### config.mk
export PLATFORM = sky130hd
export DESIGN_NAME = gmem_rd_arbiter
export DESIGN_NICKNAME = d
export VERILOG_FILES = /design/src/rtl/gmem_rd_arbiter.sv
export SDC_FILE = /design/constraint.sdc
export NUM_CORES = 1
export LEC_CHECK = 0
export CAP_MARGIN = 20
export CORE_AREA = 2 2 503 505
export DETAILED_ROUTE_END_ITERATION = 16
export DIE_AREA = 0 0 505 507
export PLACE_DENSITY = 0.3
export SKIP_LAST_GASP = 1
export SYNTH_ARGS = -nofsm -noshare
export SYNTH_HDL_FRONTEND = slang
export SYNTH_SLANG_ARGS = --single-unit
export TNS_END_PERCENT = 5
### constraint.sdc
create_clock -name ap_clk -period 7.2 [get_ports ap_clk]
set_clock_uncertainty 0.15 [all_clocks]
set_input_delay 1.44 -clock ap_clk [delete_from_list [all_inputs] [get_ports ap_clk]]
set_output_delay 1.44 -clock ap_clk [all_outputs]
set_load 0.02 [all_outputs]
### src/rtl/gmem_rd_arbiter.sv
// -----------------------------------------------------------------------------
// gmem_rd_arbiter
//
// Round-robin arbiter that shares one AXI4 read port (AR/R channels) of the
// kernel's gmem master among NUM_PORTS internal read requesters.
//
// The winning request is captured in a single AR output register. Its port
// index is pushed into an in-order tag FIFO. All bursts use one AXI ID, so
// bursts return in issue order. The FIFO head therefore names the port that
// owns the current R beat, and the R channel is steered combinationally.
//
// Ports
//   ap_clk, ap_rst_n       clock, synchronous active-low reset
//   req_arvalid/arready    per-port request / one-hot grant (same cycle)
//   req_araddr/arlen       packed per-port address and burst length
//   req_rvalid/rready      per-port R handshake, steered to the FIFO head
//   req_rdata/rlast        R payload broadcast to every port
//   m_axi_gmem_AR*         registered AR channel towards gmem
//   m_axi_gmem_R*          R channel from gmem
//   outstanding            bursts granted whose last beat is not yet accepted
// -----------------------------------------------------------------------------
module gmem_rd_arbiter #(
   parameter int NUM_PORTS       = 4,
   parameter int ADDR_WIDTH      = 42,
   parameter int DATA_WIDTH      = 512,
   parameter int MAX_OUTSTANDING = 16
) (
   input  logic                            ap_clk,
   input  logic                            ap_rst_n,
   input  logic [NUM_PORTS-1:0]            req_arvalid,
   output logic [NUM_PORTS-1:0]            req_arready,
   input  logic [NUM_PORTS*ADDR_WIDTH-1:0] req_araddr,
   input  logic [NUM_PORTS*8-1:0]          req_arlen,
   output logic [NUM_PORTS-1:0]            req_rvalid,
   input  logic [NUM_PORTS-1:0]            req_rready,
   output logic [DATA_WIDTH-1:0]           req_rdata,
   output logic                            req_rlast,
   output logic                            m_axi_gmem_ARVALID,
   input  logic                            m_axi_gmem_ARREADY,
   output logic [ADDR_WIDTH-1:0]           m_axi_gmem_ARADDR,
   output logic [7:0]                      m_axi_gmem_ARLEN,
   output logic [2:0]                      m_axi_gmem_ARSIZE,
   output logic [0:0]                      m_axi_gmem_ARID,
   input  logic                            m_axi_gmem_RVALID,
   output logic                            m_axi_gmem_RREADY,
   input  logic [DATA_WIDTH-1:0]           m_axi_gmem_RDATA,
   input  logic                            m_axi_gmem_RLAST,
   output logic [$clog2(MAX_OUTSTANDING):0] outstanding
);

   localparam int IDX_W = $clog2(NUM_PORTS);
   localparam int PTR_W = $clog2(MAX_OUTSTANDING);
   localparam int CNT_W = PTR_W + 1;

   // AR output slot
   logic                  ar_valid_q;
   logic [ADDR_WIDTH-1:0] ar_addr_q;
   logic [7:0]            ar_len_q;

   // Arbitration
   logic [IDX_W-1:0]      last_grant_q;
   logic [IDX_W-1:0]      winner;
   logic [IDX_W:0]        cand;
   logic                  found;
   logic                  slot_free;
   logic                  room;
   logic                  grant;

   // In-order tag FIFO
   logic [IDX_W-1:0]      order_mem [MAX_OUTSTANDING];
   logic [PTR_W-1:0]      wr_ptr_q;
   logic [PTR_W-1:0]      rd_ptr_q;
   logic [CNT_W-1:0]      count_q;
   logic [IDX_W-1:0]      head;
   logic                  fifo_empty;
   logic                  pop;

   assign head       = order_mem[rd_ptr_q];
   assign fifo_empty = (count_q == '0);

   // ---------------------------------------------------------------------------
   // R steering: pure combinational passthrough to the owner of the head burst.
   // ---------------------------------------------------------------------------
   assign req_rdata         = m_axi_gmem_RDATA;
   assign req_rlast         = m_axi_gmem_RLAST;
   assign m_axi_gmem_RREADY = !fifo_empty && req_rready[head];
   assign pop               = m_axi_gmem_RVALID && m_axi_gmem_RREADY && m_axi_gmem_RLAST;

   always_comb begin
      // NOTE: every always_comb output gets a default first so no latch is inferred.
      req_rvalid = '0;
      if (!fifo_empty && m_axi_gmem_RVALID) req_rvalid[head] = 1'b1;
   end

   // ---------------------------------------------------------------------------
   // Arbitration: first requester after last_grant, wrapping around.
   // ---------------------------------------------------------------------------
   always_comb begin
      winner = last_grant_q;
      found  = 1'b0;
      cand   = '0;
      for (int k = 1; k <= NUM_PORTS; k++) begin
         cand = {1'b0, last_grant_q} + (IDX_W+1)'(k);
         if (cand >= (IDX_W+1)'(NUM_PORTS)) cand = cand - (IDX_W+1)'(NUM_PORTS);
         if (!found && req_arvalid[cand[IDX_W-1:0]]) begin
            winner = cand[IDX_W-1:0];
            found  = 1'b1;
         end
      end
   end

   // The slot can be reloaded in the cycle it is accepted, and a pop in the
   // same cycle frees an order-FIFO entry, so both are counted as free here.
   assign slot_free = !ar_valid_q || m_axi_gmem_ARREADY;
   assign room      = (count_q < CNT_W'(MAX_OUTSTANDING)) || pop;
   // No grant while reset is held: a requester must not see an accept that
   // the reset is about to discard.
   assign grant     = ap_rst_n && slot_free && room && found;

   always_comb begin
      req_arready = '0;
      if (grant) req_arready[winner] = 1'b1;
   end

   // ---------------------------------------------------------------------------
   // State
   // ---------------------------------------------------------------------------
   always_ff @(posedge ap_clk) begin
      // NOTE: sequential state uses non-blocking assignments so every register
      // samples the pre-edge values regardless of statement order.
      if (!ap_rst_n) begin
         ar_valid_q   <= 1'b0;
         ar_addr_q    <= '0;
         ar_len_q     <= '0;
         last_grant_q <= IDX_W'(NUM_PORTS - 1);
         wr_ptr_q     <= '0;
         rd_ptr_q     <= '0;
         count_q      <= '0;
      end else begin
         if (grant) begin
            ar_valid_q   <= 1'b1;
            ar_addr_q    <= req_araddr[winner*ADDR_WIDTH +: ADDR_WIDTH];
            ar_len_q     <= req_arlen[winner*8 +: 8];
            last_grant_q <= winner;
            wr_ptr_q     <= wr_ptr_q + PTR_W'(1);
         end else if (m_axi_gmem_ARREADY) begin
            ar_valid_q <= 1'b0;
         end

         if (pop) rd_ptr_q <= rd_ptr_q + PTR_W'(1);

         case ({grant, pop})
            2'b10:   count_q <= count_q + CNT_W'(1);
            2'b01:   count_q <= count_q - CNT_W'(1);
            default: count_q <= count_q;
         endcase
      end
   end

   // NOTE: the tag storage is deliberately not reset; validity is carried by
   // count_q and the pointers, so stale entries are never read.
   always_ff @(posedge ap_clk) begin
      if (grant) order_mem[wr_ptr_q] <= winner;
   end

   assign m_axi_gmem_ARVALID = ar_valid_q;
   assign m_axi_gmem_ARADDR  = ar_addr_q;
   assign m_axi_gmem_ARLEN   = ar_len_q;
   assign m_axi_gmem_ARSIZE  = 3'($clog2(DATA_WIDTH/8));
   assign m_axi_gmem_ARID    = 1'b0;
   assign outstanding        = count_q;

endmodule

[Yosys cells after proc, flatten, opt, wreduce, memory -nomap -nowiden]
Memories as Yosys holds them, arrays and structs flattened. A register that Yosys moved wholly into a read port is not among the register bits.
Index checks and enable logic that the tools add are counted.
Operators by class
  equality and inequality tests: 2
  shift-type cells: 2
  $add $sub $neg: 12
  multiply operators: 1
  order comparisons: 13
  reduce and logical (&&, ||, !) cells: 22
  multiplexer cells: 35
Operators with widths (number)
  168-bit by 9-bit indexed part select with 42-bit output: 1
  32-bit by 6-bit indexed part select with 8-bit output: 1
  2-bit by 3-bit less-than comparator with 1-bit output (second input constant): 6
  2-bit 2-to-1 mux: 8
  4-bit 2-to-1 mux: 4
  1-bit 2-to-1 mux: 15
  3-bit greater-or-equal comparator (second input constant): 4
  1-bit logical AND: 12
  1-bit binary-select mux with 2-bit select: 5
  5-bit one-hot mux with 2 select lines: 1
  4-bit by 1-bit adder with 4-bit output (second input constant): 2
  2-bit by 1-bit subtractor with 2-bit output (second input constant): 4
  2-bit by 5-bit multiplier with 7-bit output (second input constant): 1
  2-bit by 2-bit adder with 3-bit output (second input constant): 2
  5-bit by 1-bit adder with 5-bit output (second input constant): 1
  1-bit logical NOT: 5
  5-bit logical NOT: 1
  5-bit less-than comparator (second input constant): 1
  5-bit by 1-bit subtractor with 5-bit output (second input constant): 1
  1-bit demux with 2-bit select: 2
  2-bit by 1-bit greater-or-equal comparator with 1-bit output (second input constant): 2
  2-bit nonzero test: 2
  2-bit by 1-bit adder with 3-bit output (second input constant): 1
  2-bit by 3-bit adder with 3-bit output (second input constant): 1
  other kinds (3): 4
Storage, ports and cells
  memory bits (writable): 32
  bits in registers: 66
  bits of input ports: 725
  memories: 1
  output and inout port bits: 582
  word-level logic and storage cells: 95
Memories
  order_mem: words 16, bits a word 2, rd ports 1, clocked after memory_dff 1, write ports 1, line 70  | logic [IDX_W-1:0] order_mem [MAX_OUTSTANDING];

[Logic depth before layout (Yosys ltp)]
  depth in word-level cells: 20
  gate-level depth with buffers: 18
  gate-level depth less buffers: 16

[Least setup slack after synthesis]
Ideal clock, no wire load.
  path kind: input -> output
  start point: input port req_arvalid[3]
  end point: output port req_arready[0]
  required time: 5.610 ns
  stages on the path: 6
  buffers on the path: 1
  setup slack: 2.247 ns
  arrival time: 3.363 ns
  path through: nand2b_1 > o21ai_0 > a221oi_2 > buf_4 > inv_1 > nor3_1
Between the ends
  longest elaborated chain between the ends: 17
  elaborated cells on any way between the ends: 29
  those cells by class: 2 x order compare; 19 x mux; 8 x reduce/logical
Ends and longest elaborated chain
  start: declaration: line 30  | input logic [NUM_PORTS-1:0] req_arvalid,
  1-bit binary-select mux with 2-bit select: line 105  | if (!found && req_arvalid[cand[IDX_W-1:0]]) begin
  1-bit 2-to-1 mux (implied by the code): line 105
  1-bit 2-to-1 mux: line 105
  1-bit logical NOT: line 105
  1-bit logical AND: line 105
  1-bit 2-to-1 mux: line 105
  1-bit logical NOT: line 105
  1-bit logical AND: line 105
  [2 not listed]
  1-bit logical AND: line 105
  2-bit 2-to-1 mux (*): line 105
  via winner[0]: line 62  | logic [IDX_W-1:0] winner;
  2-bit by 3-bit less-than comparator with 1-bit output (implied by the code) / 2-bit by 1-bit greater-or-equal comparator with 1-bit output (equally long branches): line 122  | if (grant) req_arready[winner] = 1'b1;
  1-bit logical AND (implied by the code): line 122
  1-bit 2-to-1 mux (implied by the code): line 122
  1-bit demux with 2-bit select (*): line 122
  4-bit 2-to-1 mux (*): line 122
  end: declaration: line 31  | output logic [NUM_PORTS-1:0] req_arready,
The timed path passes the listed nets; every way through them passes the cells marked *. The select of a mux whose other input is x is not followed.

[Worst setup path in the final report]
  start point: input port req_arvalid[0]
  end point: output port req_arready[1]
Between the ends
  longest elaborated chain between the ends: 17
  elaborated cells on any way between the ends: 29
  those cells by class: 2 x order compare; 19 x mux; 8 x reduce/logical
Ends and longest elaborated chain (line)
  1-bit binary-select mux with 2-bit select: 105
  1-bit 2-to-1 mux (implied by the code): 105
  1-bit 2-to-1 mux: 105
  1-bit logical NOT: 105
  1-bit logical AND: 105
  1-bit 2-to-1 mux: 105
  1-bit logical NOT: 105
  1-bit logical AND: 105
  1-bit 2-to-1 mux: 105
  1-bit logical NOT: 105
  1-bit logical AND: 105
  2-bit 2-to-1 mux: 105
  2-bit by 3-bit less-than comparator with 1-bit output (implied by the code) / 2-bit by 1-bit greater-or-equal comparator with 1-bit output (equally long branches): 122
  1-bit logical AND (implied by the code): 122
  1-bit 2-to-1 mux (implied by the code): 122
  1-bit demux with 2-bit select: 122
  4-bit 2-to-1 mux (*): 122
Every way passes the cells marked *; elsewhere a longest branch is shown, timed or not. The select of a mux whose other input is x is not followed.

==> results.toml <==
[clocking]
clk-insertion-delay-late_ns = 0.45
ctsHoldBuffers = 0
cts_resized = 0
postCtsSetupBuffers = 0
cts_tree = "built"
path_clk_slew_ns = 0.09
root_buffer = "clkbuf_16"
clock_sinks = 102
cts_made_buffers = 9
cts.path.max_buffers = 2
htree_levels = 3

[power]
p_sw_share_pct = 40.9
internal-power_uw = 1520
p_clk_share_pct = 23.2
pwr-share-comb_pct = 46.1
peakVddDrop_mv = 0.169
p_leak_uw = 0.00368
p_switching_uw = 1050
power_frac_seq_pct = 30.7
p_per_area_nw_per_um2 = 199

[route]
post_drt_via_cell_ratio = 1.51
vias = 6210
routedWlPerCell_microns = 29.8
drtIter0Drc = 269
drtAntennaViolNets = 0
drc = 0
routed_wirelength_microns = 123000
drt_first_pass_iters = 5

[setup_path]
slowest_stage = "clkdlybuf4s50_1"
path_buf_inv = 3
cp_cell_sequence = "clkdlybuf4s50_1 > nor2_1 > nand2_1 > nand3_1 > or2_2 > o21ai_4 > inv_4 > nor3_1 > clkdlybuf4s50_1"
r2r_slack_ns = 2.14
worstRegToRegCells = 17
end_kind = "primary output"
required_ns = 5.61
crit_path_max_incr_delay_ns = 0.64
crit_path_end = "req_arready[1]"
path_max_fanout = 17
timing.rr.end = "outstanding[4]$_SDFFE_PN0P_"
critPathMostFrequentCell = "clkdlybuf4s50_1"
arrival_ns = 4.40
startpoint = "req_arvalid[0]"
crit_path_start_kind = "input pin"
crit_cells = 9
cp_top_family = "simple AND/OR/NAND/NOR gates"
critPathKind = "in -> out"

[global_route]
use_met1_pct = 4.73
grt_usage_pct = 9.25
grt_pass1_wl_microns = 138000
first_global_vias = 6357
grt_max_degree = 50
busiest_layer = "met3"
gr-usage-met2_pct = 12.3
antenna_found_initial = 48
grt_use_met3_pct = 17.2
grt_overflow_total = 0

[floorplanning]
boundaryPins = 1307
num_rows = 184
die_x_microns = 505
fp.coreArea_sq_um = 250000
fp.dieArea_sq_um = 256000
initial_utilization_pct = 3.83
die_h_microns = 507

[timing]
slew_headroom_pct = 40.6
hold_viol = 0
timing.fmax_mhz = 167
fin_crit_sh_pct = 83.2
whs_ns = 0.311
worstMarginPinSlew_ns = 0.882
rsz0062_at_grt = "no"
finalCriticalPeriod_ns = 5.99
final.setup.tns_ns = 0
slew_violations = 0
setup_viol = 0

[final_layout]
final_net_count = 1496
syn2layout_area_growth_pct = 34.7
drive_gt1_share_pct = 11.9

[min_path]
hold_class = "reg -> reg"

[synth]
avgSynthCellArea_sq_um = 9.54
yosys.area.top_type_share_pct = 40.6
netlist_instances = 1005
netlist_area_sq_um = 9580
ys_seq_area_share_pct = 24.6
yosys.area.top_type = "buf_4"
synthArstFlopShare_pct = 0
synth_flop_cell = "dfxtp_1"
synthDistinctLibCells = 47
synth-warning-count = 0
synth_area_leaders = "buf_4 41%, dfxtp_1 15%, mux4_2 13%, edfxtp_1 10%, mux2i_1 6.7%"
synth_seq_cells = 102
synth_edf_count = 32

[place]
portBuffers = 278
dp_hpwl_microns = 114000
gp_congestion = 0.800

[outcome]
status = "finished, final reports clean"

[run]
cap_violations = 0
synth_stat cells, types with 2 or more instances:
cell type  count
a21o_1         2
a21oi_1        8
a22oi_1        4
and2_1         2
and3_1        16
buf_4        518
buf_6         11
clkbuf_1      13
conb_1         2
dfxtp_1       70
edfxtp_1      32
ha_1           9
inv_1         62
mux2_2         2
mux2i_1       64
mux4_2        55
nand2_1       59
nand2b_1       7
nand3_1        3
nor2_1        16
nor2b_1        4
nor3_1         6
nor3b_1        2
o21ai_0        7
or2_2          2
or3_1          5
or4_1          2
xor2_1         3
worst register-to-register path, cell delays in order, from the launching register on:
cell and delay [ns]:
dfxtp_1 0.73, mux4_2 0.58, a22oi_1 0.29, nand2_2 0.26, mux2i_1 0.20, mux2_4 0.38
o21ai_4 0.40, inv_4 0.14, buf_4 0.30, ha_1 0.33, inv_1 0.12, fa_1 0.21
inv_1 0.05, a21o_1 0.16, a21oi_1 0.16, xnor2_1 0.09, or3_1 0.30, a21oi_1 0.14
final cells by class:
type                    instances  area (sq um)
inverters                      65           249
diodes                         10          25.0
clock buffers                   9           225
clock inverters                 7          88.8
repair buffers                286          2840
multi-input cells             297          2930
flip-flops and latches        102          2360
well taps                    3348          4190
fillers                     29700        238000
worst min-delay path by stage:
stage	slack, ns	end	start	cells past startpoint
finish	0.31	m_axi_gmem_ARADDR[1]$_SDFFE_PN0P_	m_axi_gmem_ARADDR[1]$_SDFFE_PN0P_	2
global placement	0.29	m_axi_gmem_ARADDR[34]$_SDFFE_PN0P_	m_axi_gmem_ARADDR[34]$_SDFFE_PN0P_	2
global route	0.33	m_axi_gmem_ARADDR[1]$_SDFFE_PN0P_	m_axi_gmem_ARADDR[1]$_SDFFE_PN0P_	2
floorplan	0.30	register	rd_ptr_q[3]$_SDFFE_PN0P_	2
detailed placement	0.30	m_axi_gmem_ARADDR[26]$_SDFFE_PN0P_	m_axi_gmem_ARADDR[26]$_SDFFE_PN0P_	2
CTS	0.32	m_axi_gmem_ARADDR[1]$_SDFFE_PN0P_	m_axi_gmem_ARADDR[1]$_SDFFE_PN0P_	2
stage by stage:
step | worst slack (ns) | util (%) | cell area (sq um) | std cells | total power (uW)
2_1_floorplan | 2.25 | - | 9590 | 1007 | 1840
6_report | 1.21 | 5.15 | 12900 | 4124 | 2570
3_5_place_dp | 1.31 | 5.02 | 12600 | 4098 | 2040
4_1_cts | 1.19 | 5.14 | 12900 | 4114 | 2690
5_1_grt | 1.02 | 5.14 | 12900 | 4115 | 2760
3_3_place_gp | 1.35 | 5.02 | 12600 | 4098 | 2040
registers in the layout, summed over array words and instances, names as in the netlist, named ones only:
name / flops
outstanding: 5
last_grant_q: 2
m_axi_gmem_ARLEN: 8
wr_ptr_q: 4
m_axi_gmem_ARVALID: 1
order_mem: 32
rd_ptr_q: 4
m_axi_gmem_ARADDR: 42
power groups by stage:
stage / combinational (uW) / clock, uW / sequential [uW]
floorplan: 941 / 0 / 900
global placement: 1240 / 0 / 803
detailed placement: 1230 / 0 / 806
CTS: 1240 / 657 / 794
global route: 1290 / 663 / 809
finish: 1190 / 597 / 791
per-layer routing:
| layer | up-vias | part of all wire, % |
|---|---|---|
| met4 | 44 | 4.4 |
| met3 | 337 | 39 |
| met2 | 955 | 38 |
| met5 | - | 0.25 |
| li1 | 2304 | - |
| met1 | 2570 | 18 |
placed cells by master, fill, tap and decap left out, drive strengths merged, types with 3 or more instances in the layout:
cell type and count:
a22oi 4, edfxtp 32, mux4 55, nand3 3, and3 16, or3 5, a21oi 8, diode 10
conb 4, nand2 60, nor2b 4, clkdlybuf4s50 277, nor3 6, ha 9, nor2 16, inv 66
clkinv 6, dfxtp 70, mux2i 64, mux2 3, o21ai 8, xor2 3, buf 9, clkbuf 9
nand2b 7
cell families (layout without fill, tap and decap cells):
logic type | Yosys count | after routing | synth area share (%)
XOR/XNOR | 4 | 4 | 0.366
buffers and inverters | 608 | 367 | 45.0
multiplexers | 122 | 122 | 20.0
AO/OA/AOI/OAI | 32 | 32 | 2.40
other | 2 | 14 | 0.0784
AND/OR/NAND/NOR | 125 | 125 | 6.14
flip-flops | 102 | 102 | 24.6
adder cells (fa/ha/maj) | 10 | 10 | 1.38
Power figures use the tool's default switching activity.
